`config.mk`:
```
export PLATFORM = sky130hd
export DESIGN_NAME = run_sample_scheduler
export DESIGN_NICKNAME = d
export VERILOG_FILES = /design/src/rtl/run_sched_pkg.sv /design/src/rtl/sample_slot.sv /design/src/rtl/run_sample_scheduler.sv
export SDC_FILE = /design/constraint.sdc
export NUM_CORES = 1
export LEC_CHECK = 0
export ABC_AREA = 1
export CAP_MARGIN = 20
export CORE_UTILIZATION = 25
export CTS_CLUSTER_DIAMETER = 40
export DETAILED_ROUTE_END_ITERATION = 8
export PLACE_DENSITY = 0.53
export SLEW_MARGIN = 25
export SYNTH_ARGS = -nofsm -noshare
export SYNTH_HDL_FRONTEND = slang
export SYNTH_SLANG_ARGS = --single-unit
```
`constraint.sdc`:
```
create_clock -name clk -period 2.21 [get_ports clk]
set_input_delay 0.221 -clock clk [delete_from_list [all_inputs] [get_ports clk]]
set_output_delay 0.221 -clock clk [all_outputs]
set_load 0.005 [all_outputs]
```
`src/rtl/run_sched_pkg.sv`:
```
// run_sched_pkg: shared types and helpers for the two-runner sample scheduler.
//   sched_state_t  session FSM states
//   win_phase_t    dispatch window phase after each one-second tick
//   RUNNER_1/2     out_sel encodings
//   hr_t/steps_t   sample field types
//   sat_inc8       saturating 8-bit increment used by all event counters
package run_sched_pkg;

  typedef enum logic [1:0] {
    IDLE,
    RUN,
    PAUSE,
    DONE
  } sched_state_t;

  typedef enum logic [1:0] {
    WIN_IDLE,
    WIN_FIRST,
    WIN_SECOND
  } win_phase_t;

  localparam logic RUNNER_1 = 1'b0;
  localparam logic RUNNER_2 = 1'b1;

  typedef logic [7:0] hr_t;
  typedef logic [2:0] steps_t;

  function automatic logic [7:0] sat_inc8(input logic [7:0] value);
    return (value == 8'hFF) ? value : value + 8'd1;
  endfunction

endpackage

```
`src/rtl/sample_slot.sv`:
```
// sample_slot: one runner's single-entry sample buffer.
//   clk, rst          clock, asynchronous active-low reset
//   cap_en            captures allowed (session running or paused)
//   req, hr, steps    runner offers a sample
//   ack               same-cycle acknowledge of a capture (valid or not)
//   tick              one-second tick; an empty slot counts a miss
//   disp              slot is being dispatched this cycle; empties it
//   clr_slot          drop any held sample
//   clr_cnt           zero the miss/err counters
//   full, held_*      buffer state and held sample
//   miss_cnt, err_cnt saturating event counters
module sample_slot
  import run_sched_pkg::*;
#(
  parameter int HR_MAX = 220
) (
  input  logic       clk,
  input  logic       rst,
  input  logic       cap_en,
  input  logic       req,
  input  logic [7:0] hr,
  input  logic [2:0] steps,
  input  logic       tick,
  input  logic       disp,
  input  logic       clr_slot,
  input  logic       clr_cnt,
  output logic       ack,
  output logic       full,
  output logic [7:0] held_hr,
  output logic [2:0] held_steps,
  output logic [7:0] miss_cnt,
  output logic [7:0] err_cnt
);

  logic hr_ok;

  assign hr_ok = (hr != 8'd0) && (hr <= hr_t'(HR_MAX));

  // An invalid sample is still acknowledged so the runner does not stall on it.
  assign ack = cap_en && req && !full;

  // NOTE: sequential state uses non-blocking assignments so every register
  // samples pre-edge values regardless of statement order.
  always_ff @(posedge clk or negedge rst) begin
    if (!rst) begin
      full       <= 1'b0;
      held_hr    <= '0;
      held_steps <= '0;
    end else if (clr_slot) begin
      full <= 1'b0;
    end else if (ack && hr_ok) begin
      full       <= 1'b1;
      held_hr    <= hr_t'(hr);
      held_steps <= steps_t'(steps);
    end else if (disp) begin
      full <= 1'b0;
    end
  end

  always_ff @(posedge clk or negedge rst) begin
    if (!rst) begin
      miss_cnt <= '0;
      err_cnt  <= '0;
    end else if (clr_cnt) begin
      miss_cnt <= '0;
      err_cnt  <= '0;
    end else begin
      if (ack && !hr_ok) err_cnt <= sat_inc8(err_cnt);
      if (tick && !full) miss_cnt <= sat_inc8(miss_cnt);
    end
  end

endmodule

```
`src/rtl/run_sample_scheduler.sv`:
```
// run_sample_scheduler: shares one step-calculator datapath between two
// runners. Samples are buffered per runner, and on every one-second tick the
// held samples are dispatched round-robin as one out_valid pulse each.
//   clk, rst                    clock, asynchronous active-low reset
//   start / pause / stop        session control (pulse / level / pulse)
//   req_n, hr_n, steps_n        runner sample offer; ack_n acknowledges
//   out_valid/sel/hr/steps      dispatch strobe and sample to the datapath
//   busy, session_done          RUN-or-PAUSE, DONE
//   elapsed_secs                ticks counted this session
//   miss_cnt_n, err_cnt_n       per-runner saturating miss/invalid counters
module run_sample_scheduler
  import run_sched_pkg::*;
#(
  parameter int CLK_PER_SEC  = 10,
  parameter int SESSION_SECS = 20,
  parameter int HR_MAX       = 220
) (
  input  logic       clk,
  input  logic       rst,
  input  logic       start,
  input  logic       pause,
  input  logic       stop,
  input  logic       req_1,
  input  logic       req_2,
  input  logic [7:0] hr_1,
  input  logic [7:0] hr_2,
  input  logic [2:0] steps_1,
  input  logic [2:0] steps_2,
  output logic       ack_1,
  output logic       ack_2,
  output logic       out_valid,
  output logic       out_sel,
  output logic [7:0] out_hr,
  output logic [2:0] out_steps,
  output logic       busy,
  output logic       session_done,
  output logic [7:0] elapsed_secs,
  output logic [7:0] miss_cnt_1,
  output logic [7:0] miss_cnt_2,
  output logic [7:0] err_cnt_1,
  output logic [7:0] err_cnt_2
);

  localparam int                DIV_W     = $clog2(CLK_PER_SEC);
  localparam logic [DIV_W-1:0]  DIV_LAST  = DIV_W'(CLK_PER_SEC - 1);
  localparam logic [7:0]        SESS_LAST = 8'(SESSION_SECS);

  sched_state_t     state_q, state_d;
  win_phase_t       phase_q;
  logic [1:0]       pend_q;      // {runner2, runner1} still owed a dispatch
  logic             rr_q;        // runner dispatched first when both pending
  logic [DIV_W-1:0] div_q;
  logic [7:0]       elapsed_q;

  logic in_run, is_busy, win_idle, tick, session_end, restart, to_done;
  logic full_1, full_2, disp_1, disp_2, cap_en;
  logic [7:0] held_hr_1, held_hr_2;
  logic [2:0] held_steps_1, held_steps_2;

  assign in_run   = (state_q == RUN);
  assign is_busy  = (state_q == RUN) || (state_q == PAUSE);
  assign win_idle = (phase_q == WIN_IDLE);

  // stop beats a coincident tick so a stopped session never counts one more second.
  assign tick = in_run && (div_q == DIV_LAST) && (elapsed_q < SESS_LAST) && !stop;

  // The session ends only once the final tick's dispatch window has drained.
  assign session_end = in_run && (elapsed_q == SESS_LAST) && win_idle;

  assign restart = start && ((state_q == IDLE) || (state_q == DONE));
  assign to_done = is_busy && (state_d == DONE);
  assign cap_en  = is_busy && !to_done;

  // ---------------- FSM: state register ----------------
  always_ff @(posedge clk or negedge rst) begin
    if (!rst) state_q <= IDLE;
    else      state_q <= state_d;
  end

  // ---------------- FSM: next state ----------------
  // Pause is held off while a dispatch window is open so the window completes.
  always_comb begin
    // NOTE: default assignment first so every path drives state_d and no
    // latch is inferred.
    state_d = state_q;
    case (state_q)
      IDLE, DONE: if (start) state_d = RUN;
      RUN: begin
        if (stop || session_end)               state_d = DONE;
        else if (pause && win_idle && !tick)   state_d = PAUSE;
      end
      PAUSE: begin
        if (stop)        state_d = DONE;
        else if (!pause) state_d = RUN;
      end
      default: state_d = IDLE;
    endcase
  end

  // ---------------- FSM: outputs and dispatch mux ----------------
  always_comb begin
    out_valid    = 1'b0;
    out_sel      = RUNNER_1;
    out_hr       = '0;
    out_steps    = '0;
    case (phase_q)
      WIN_FIRST: begin
        out_valid = |pend_q;
        out_sel   = (&pend_q) ? rr_q : pend_q[1];
      end
      WIN_SECOND: begin
        out_valid = |pend_q;
        out_sel   = pend_q[1];
      end
      default: ;
    endcase
    if (out_valid) begin
      out_hr    = (out_sel == RUNNER_2) ? held_hr_2    : held_hr_1;
      out_steps = (out_sel == RUNNER_2) ? held_steps_2 : held_steps_1;
    end
    busy         = is_busy;
    session_done = (state_q == DONE);
  end

  assign disp_1 = out_valid && (out_sel == RUNNER_1);
  assign disp_2 = out_valid && (out_sel == RUNNER_2);

  // ---------------- tick divider and elapsed seconds ----------------
  always_ff @(posedge clk or negedge rst) begin
    if (!rst) begin
      div_q     <= '0;
      elapsed_q <= '0;
    end else if (restart) begin
      div_q     <= '0;
      elapsed_q <= '0;
    end else if (in_run) begin
      div_q <= (div_q == DIV_LAST) ? '0 : div_q + DIV_W'(1);
      if (tick) elapsed_q <= elapsed_q + 8'd1;
    end
  end

  assign elapsed_secs = elapsed_q;

  // ---------------- dispatch window and round-robin ----------------
  // Slot occupancy is snapshotted at the tick, so samples captured while the
  // window is open wait for the next tick.
  always_ff @(posedge clk or negedge rst) begin
    if (!rst) begin
      phase_q <= WIN_IDLE;
      pend_q  <= '0;
      rr_q    <= 1'b0;
    end else if (restart || to_done) begin
      phase_q <= WIN_IDLE;
      pend_q  <= '0;
      if (restart) rr_q <= 1'b0;
    end else if (tick) begin
      phase_q <= WIN_FIRST;
      pend_q  <= {full_2, full_1};
    end else begin
      case (phase_q)
        WIN_FIRST: begin
          if (&pend_q) begin
            phase_q <= WIN_SECOND;
            pend_q  <= rr_q ? 2'b01 : 2'b10;
          end else begin
            phase_q <= WIN_IDLE;
            pend_q  <= '0;
          end
        end
        WIN_SECOND: begin
          phase_q <= WIN_IDLE;
          pend_q  <= '0;
          rr_q    <= ~rr_q;
        end
        default: ;
      endcase
    end
  end

  // ---------------- per-runner slots ----------------
  sample_slot #(.HR_MAX(HR_MAX)) u_slot_1 (
    .clk        (clk),
    .rst        (rst),
    .cap_en     (cap_en),
    .req        (req_1),
    .hr         (hr_1),
    .steps      (steps_1),
    .tick       (tick),
    .disp       (disp_1),
    .clr_slot   (to_done || restart),
    .clr_cnt    (restart),
    .ack        (ack_1),
    .full       (full_1),
    .held_hr    (held_hr_1),
    .held_steps (held_steps_1),
    .miss_cnt   (miss_cnt_1),
    .err_cnt    (err_cnt_1)
  );

  sample_slot #(.HR_MAX(HR_MAX)) u_slot_2 (
    .clk        (clk),
    .rst        (rst),
    .cap_en     (cap_en),
    .req        (req_2),
    .hr         (hr_2),
    .steps      (steps_2),
    .tick       (tick),
    .disp       (disp_2),
    .clr_slot   (to_done || restart),
    .clr_cnt    (restart),
    .ack        (ack_2),
    .full       (full_2),
    .held_hr    (held_hr_2),
    .held_steps (held_steps_2),
    .miss_cnt   (miss_cnt_2),
    .err_cnt    (err_cnt_2)
  );

endmodule

```
==> impl_results.md, run 1 <==
* Vias in the first global route at about 4,100
* First DRT Iteration DRCs at about 140
* DIE WIDTH at approximately 130 um
* Post-Route Setup TNS at -43.5 ps
* CTS sink cnt at 75
* Cell mode on critical path: nand2_1
* Netlist cell types at 39
* Tot Pwr at just under 6 mW
* Layout cells sized above 1 at 25.8%
* Setup crit end kind: output port
* Routed length per instance at between 10 and 15 um
* Register-to-Register Path Depth at 18
* Multi-input gate area at between 2000 and 2500 um2
* Peak supply drop at between 0.3 and 0.4 mV
* WP data required at between 1500 and 2000 ps
* Internal at 3.62 mW
* Post-synthesis cell area at about 4200 um2
* EDFF count, synth at 0
* Post-synth ARST share at 100%
* CTS Buffer Depth at 2
* Total Nets Final at 721
* Flops & latches, synth at 75
* Pwr per Cell Area at a little over 900 nW/um2
* Critical-path top delay cell: dfrtp_1
* FF-to-FF setup slack at roughly 90 ps
* Hold Crit Class: input pin to async pin
* Area leader, netlist: dfrtp_1
* IO Pins at 86
* Antenna diode count at 0
* Final routed DRC violation total at 0
* Finished Cell Area at ~6400 um2
* Worst Slack Setup Final at -43.5 ps
* Main flop type after synthesis: dfrtp_1
* Outcome: finished, violations left
* Critical path class: flop to output port
* Pin count of the biggest net entering global routing at between 40 and 50
* Initial core utilization at around a quarter
* Layout Skew at around 6.5 ps
* Hold Slack at around 380 ps
* Worst slack, placed at -366 ps
* Register area at ~1900 um2
* Critical path launch point type: flop
* Fin crit period at around 2300 ps
* Via Count at 3,960
* Final wirelength at approximately 12 mm
* Final Setup Violations at 1
* Comb pwr share at 40.6%
* CTS root buf: clkbuf_16
* Worst-path clk slew at 60 ps
* Synthesized instance count at ~520
* Final period util at 102%
* Net Count, Synth at between 500 and 600
* Area post-placement at 5770 um2
* Slew HR at about 66%
* Slew @ Worst Pin at about 510 ps
* Total CTS buffers at 9
* Reg2reg start: div_q[1]$_DFFE_PN0P_
* Die area at around 17,000 um2
* Crit-path max FO at 3
* Post-synth top area share at between 40% and 50%
* Row count at 47
* GP Congestion at 0.841
* Crit-path cells: inv_1 > ha_1 > nand2_2 > nor2_4 > nand3_4 > nand2_2 > nand2_1 > nand2_1 > nand2_1 > nand2_2 > nand2_4 > a21oi_4 > nand2_1 > nor2_2 > buf_2
* ANT nets after route at 0
* Total gr overflow at 0
* Vias per std cell at 4.39
* Fin. max-slew vios at 0
* H-tree depth at 3
* # fillers at ~1,600
* CORE AREA at 16,500 um2
* CTS tree: done
* YS warnings at 0
* Drt pass-1 iters at 6
* Initial antenna violation count at 0
* Max incr delay on CP at 370 ps
* Avg Synthesized Cell Area at 8.14 um2
* Failing checks: setup timing
* Number of port buffers at between 80 and 90
* Reg2reg end: u_slot_1.err_cnt[4]$_DFFE_PN0P_
* Max-cap violation count at 0
* Final Hold Fails at 0
* Synth top area cells: dfrtp_1, nand2_1, inv_1
* P&R area growth vs syn at 51.2%
* Aggregate global-route resource usage at between 10 and 15%
* CP Data Arrival Time at a little over 2000 ps
* Clock power frac at a little over a quarter
* FMAX at approximately 440 MHz
* Crit path launch: div_q[1]$_DFFE_PN0P_
* Leakage at 3.03 nW
* RSZ-0062 raised after global routing: yes
* P_sw at approximately 2.2 mW
* Post-DP HPWL at 8.50 mm
* First-pass GRT wire length at roughly 20 mm
* Worst skew pair latency at around 350 ps
* Die height at approximately 130 um
* Net Sw Frac at around 38%
* Seq pwr share at 33.2%
* Seq/Total Area, Yosys at between 40% and 50%
[registers in the layout (all words and copies together), names as in the netlist, 3 cells and up]
| signal | flops |
|---|---|
| elapsed_secs | 8 |
| div_q | 4 |
| u_slot_2.held_steps | 3 |
| u_slot_2.err_cnt | 8 |
| u_slot_1.miss_cnt | 8 |
| u_slot_2.miss_cnt | 8 |
| u_slot_1.err_cnt | 8 |
| u_slot_1.held_hr | 8 |
| u_slot_2.held_hr | 8 |
| u_slot_1.held_steps | 3 |
[per-stage QoR]
stage | utilization (%) | std cells
floorplan | - | 517
global placement | 34.9 | 869
detailed placement | 34.9 | 869
CTS | 37.7 | 898
global route | 38.5 | 903
finish | 38.5 | 903
[worst max path at each step]
| stage | slack, ps | end | cells past startpoint |
|---|---|---|---|
| 5_1_grt | -170 | ack_1 | 15 |
| 4_1_cts | -150 | ack_1 | 15 |
| 3_3_place_gp | -370 | ack_1 | 15 |
| 3_5_place_dp | -370 | ack_1 | 15 |
| 6_report | -40 | ack_1 | 15 |
| 2_1_floorplan | 160 | u_slot_1.held_hr[4]$_DFFE_PN0P_ | 16 |
[kinds of logic after synthesis]
group / Yosys count / share of synthesized area (%)
AOI/OAI and AO/OA: 90 / 14.8
xor gates and xnor gates: 12 / 2.50
adders and majority gates: 14 / 4.16
buffers and inverters: 91 / 8.92
and+or+nand+nor: 235 / 25.0
DFF: 75 / 44.6
[worst max-delay path, delay by kind of cell (launching register included)]
family,cells,cell delay [ps]
compound gates,1,140
fa+ha+maj,1,150
buf+inv,2,190
flops,1,370
simple gates,11,840
[layer usage]
layer / global-route usage, % / vias to the layer above / wire length (um)
met4: 6.65 / 0 / 278
met5: 0 / - / 0
li1: - / 2008 / -
met1: 18.6 / 1869 / 5630
met3: 2.70 / 15 / 356
met2: 23.4 / 68 / 5560
[Yosys cell counts (2+ instances only)]
| library cell | count |
|---|---|
| a211oi_1 | 2 |
| a21oi_1 | 17 |
| a22o_1 | 11 |
| a31oi_1 | 2 |
| buf_6 | 4 |
| clkbuf_1 | 7 |
| dfrtp_1 | 75 |
| ha_1 | 14 |
| inv_1 | 78 |
| nand2_1 | 112 |
| nand2_2 | 5 |
| nand3_1 | 41 |
| nand3_2 | 2 |
| nand4_1 | 8 |
| nand4_2 | 2 |
| nor2_1 | 48 |
| nor2_2 | 2 |
| nor3_1 | 8 |
| o21ai_0 | 21 |
| o21ai_1 | 3 |
| o21ai_2 | 22 |
| o22ai_1 | 2 |
| o31ai_1 | 4 |
| o41ai_1 | 2 |
| xnor2_1 | 4 |
| xor2_1 | 8 |
[final cells by class]
class	count	share of cell area, %
multi-input cells	351	33.0
flip-flops and latches	75	29.5
repair buffers	162	23.7
inverters	79	4.72
well taps	220	4.33
clock buffers	9	3.54
clock inverters	7	1.22
[power groups by stage]
stage	logic (mW)	registers (mW)	clock network (mW)
after floorplan	1.28	1.88	0
after global placement	2.19	1.92	0
after detailed placement	2.24	1.93	0
after CTS	2.31	1.92	1.57
after global routing	2.63	1.96	1.62
final	2.35	1.92	1.52
[what timing repair did]
action,4_1_cts,5_1_grt
hold endpoints to repair,35,0
endpoints found under the setup margin,33,56
setup buffers,11,6
cloned,1,1
pin swaps,9,9
resized for setup,79,28
hold buffers,1,0
[layout by cell type, fill, tap and decap left out, drive strengths merged]
| master | synthesis | final |
|---|---|---|
| nand2 | 118 | 118 |
| buf | 5 | 88 |
| inv | 78 | 79 |
| dfrtp | 75 | 75 |
| clkdlybuf4s50 | 0 | 70 |
| nor2 | 51 | 51 |
| o21ai | 46 | 46 |
| nand3 | 44 | 44 |
| a21oi | 19 | 19 |
| ha | 14 | 14 |
| a22o | 11 | 11 |
| clkbuf | 7 | 10 |
| nand4 | 10 | 10 |
| nor3 | 8 | 8 |
| xor2 | 8 | 8 |
| o31ai | 4 | 4 |
| xnor2 | 4 | 4 |
| clkinvlp | 0 | 4 |
| o41ai | 2 | 2 |
| o22ai | 2 | 2 |
| a211oi | 2 | 2 |
| a31oi | 2 | 2 |
| clkinv | 1 | 2 |
| and3 | 1 | 1 |
| or2 | 1 | 1 |
| o21a | 1 | 1 |
| a221oi | 1 | 1 |
| nor3b | 1 | 1 |
| nor4 | 1 | 1 |
| bufinv | 0 | 1 |
| dlygate4sd3 | 0 | 1 |
| clkdlybuf4s15 | 0 | 1 |
| dlygate4sd2 | 0 | 1 |
Power figures use the tool's default switching activity.
==> run 2, diff against run 1 <==
- CORE_UTILIZATION: 25 -> 47
- PLACE_DENSITY: 0.53 -> 0.84
- RECOVER_POWER: default -> 50
==> run 2 against run 1 <==
  * Cell count down 14%
  * Via count grew 6.6%
  * The flow still finishes with violations (setup timing)
  * Global-route usage rose by 11 points
  * Clock skew rose by 6.3 ps
  * Worst hold slack improved by 39 ps
  * Maximum frequency shrank 5.5%
  * Sequential power up 2%
  * Sequential share of layout area is 1.1 points higher
  * Sequential cell count did not move
  * Clock power is 21% lower
  * Die area down 46%
  * Routed wire length is 5.3% higher
==> impl_results.md, run 2 (synthesized netlist as in run 1, its figures left out) <==
* Hold Slack at 418 ps (+38.7 ps)
* Final Setup Violations at 25 (+24)
* Final Util at 70.6% (+32 points)
* Vias per std cell at 5.42 (+24%)
* CP Data Arrival Time at 2160 ps (+130 ps)
* GP Congestion at 0.909 (+8.1%)
* Final Hold Fails at 0 (unchanged)
* Final routed DRC violation total at 0 (unchanged)
* Cell mode on critical path: nand2_1
* Fin. max-slew vios at 0 (unchanged)
* Fin crit period at 2390 ps (+132 ps)
* Max incr delay on CP at 380 ps (about the same)
* Commonest cells after routing, fill and taps aside: nand2_1, dfrtp_1, inv_1
* Register-to-Register Path Depth at 19 (+1)
* First-pass GRT wire length at 19.1 mm (-4.2%)
* First DRT Iteration DRCs at 235 (+74%)
* Final wirelength at 12.5 mm (+5.3%)
* Slew @ Worst Pin at 1040 ps (+528 ps)
* CTS tree: done
* Routed length per instance at 16.0 um (+22%)
* Worst Slack Setup Final at -175 ps (-132 ps)
* Worst skew pair latency at 350 ps (about the same)
* Bufs and invs on worst path at 2 (unchanged)
* Critical path launch point type: flop
* IO Pins at 86 (unchanged)
* Initial antenna violation count at 0 (unchanged)
* FMAX at 419 MHz (-5.5%)
* DIE WIDTH at 96.6 um (-27%)
* Slew HR at 30.5% (-35 points)
* Pin count of the biggest net entering global routing at 76 (+85%)
* Setup crit end kind: output port
* P&R area growth vs syn at 45.6%
* CTS Buffer Depth at 2 (unchanged)
* CTS root buf: clkbuf_8
* Number of port buffers at 85 (unchanged)
* Die height at 96.6 um (-27%)
* Total gr overflow at 0 (unchanged)
* Hold depth at 3
* CTS sink cnt at 75 (unchanged)
* Layout cells sized above 1 at 24.4% (-1.3 points)
* Post-DP HPWL at 7.63 mm (-10%)
* Crit-path max FO at 4 (+1)
* Die area at 9330 um2 (-46%)
* Outcome: finished, violations left
* Worst Hold End: u_slot_2.held_steps[1]$_DFFE_PN0P_
* CORE AREA at 8680 um2 (-47%)
* Vias in the first global route at 4,039 (-0.30%)
* Critical path class: flop to output port
* Reg2reg start: state_q[1]$_DFF_PN0_
* Most common cell after layout, fill and taps aside: nand2_1
* Min-delay src: steps_2[1]
* Leakage at 3.01 nW (-0.41%)
* Hold Crit Class: input pin to flop
* Initial core utilization at 48.5% (+23 points)
* FF-to-FF setup slack at -120 ps (-210 ps)
* Final period util at 108% (+6.0 points)
* Critical-path top delay cell: dfrtp_1
* Worst-path clk slew at 80 ps (+20 ps)
* Crit-path cells: inv_2 > ha_4 > nand3_1 > nor2_1 > nand2_1 > nand2_1 > nor2_1 > nand2_1 > nand2_1 > nand2_1 > nand2_2 > nand2_4 > a21oi_4 > nand2_1 > nor2_2 > buf_2
* Layout Skew at 12.9 ps (+6.32 ps)
* Row count at 34 (-28%)
* Aggregate global-route resource usage at 25.2% (+11 points)
* Finished Cell Area at 6120 um2 (-3.7%)
* Pwr per Cell Area at 919 nW/um2 (+0.96%)
* Total Nets Final at 709 (-1.7%)
* H-tree depth at 3 (unchanged)
* Worst path top cell family by delay: simple AND/OR/NAND/NOR gates
* Reg2reg end: pend_q[1]$_DFFE_PN0P_
* Total CTS buffers at 9 (unchanged)
* WP data required at 1990 ps (about the same)
* Antenna diode count at 0 (unchanged)
* Via Count at 4,222 (+6.6%)
* Peak supply drop at 0.451 mV (+41%)
* Drt pass-1 iters at 4 (-2)
* RSZ-0062 raised after global routing: yes
* Area post-placement at 5510 um2 (-4.4%)
* Max-cap violation count at 0 (unchanged)
* Failing checks: setup timing
* Tot Pwr at 5.63 mW (-2.8%)
* Post-Route Setup TNS at -2260 ps (-2210 ps)
* ANT nets after route at 0 (unchanged)
## run 2: changes by cell type in the layout (fill, tap and decap cells not counted), sizes merged, moves of 2 or more
cell,change
clkbuf,+10
buf,-22
clkinvlp,-4
dlygate4sd3,+10
dlygate4sd2,+2
clkdlybuf4s50,-10
## run 2: how the worst max path moves through the flow
stage	startpoint	end	slack, ps	cells after the start
5_1_grt	state_q[1]$_DFF_PN0_	ack_1	-320	16
3_5_place_dp	stop	ack_1	-340	15
6_report	state_q[1]$_DFF_PN0_	ack_1	-180	16
4_1_cts	div_q[1]$_DFFE_PN0P_	ack_1	-150	15
2_1_floorplan	state_q[1]$_DFF_PN0_	u_slot_1.held_hr[4]$_DFFE_PN0P_	160	16
3_3_place_gp	stop	ack_1	-270	15
## run 2: tightest hold or removal path, stage by stage
cell and delay [ps]:
clkdlybuf4s50_1 390, inv_1 70, o21ai_2 50
## run 2: power by group
part           total (mW)  switching, mW  internal (mW)
Clock                1.20          0.526          0.669
Sequential           1.96          0.277           1.68
Combinational        2.47           1.40           1.07
## run 2: per-layer routing
layer  vias to the layer above  track usage [%]  part of all wire, %
met5                         -                0                    0
met4                         0             10.9                  3.9
met3                        39             5.27                  4.7
met2                       151             43.4                   52
met1                      2039             30.4                   40
li1                       1993                -                    -
## run 2: area by class of cell
type                    count  area (um2)
fillers                   648        2550
well taps                 108         135
clock inverters             4        73.8
inverters                  79         299
clock buffers              12         145
repair buffers            150        1430
flip-flops and latches     75        1880
multi-input cells         351        2160
## run 2: timing repair
item / 4_1_cts / 5_1_grt
endpoints found under the hold margin: 0 / 75
buffers inserted: 8 / 7
hold buffers: 0 / 1
pin swaps: 7 / 20
resized for setup: 55 / 58
cloned: 1 / 2
endpoints found under the setup margin: 18 / 67
## run 2: metrics by stage
stage / setup slack [ps] / cells
floorplan: 155 / 517
global placement: -270 / 745
detailed placement: -340 / 745
CTS: -153 / 770
global route: -324 / 779
finish: -175 / 779
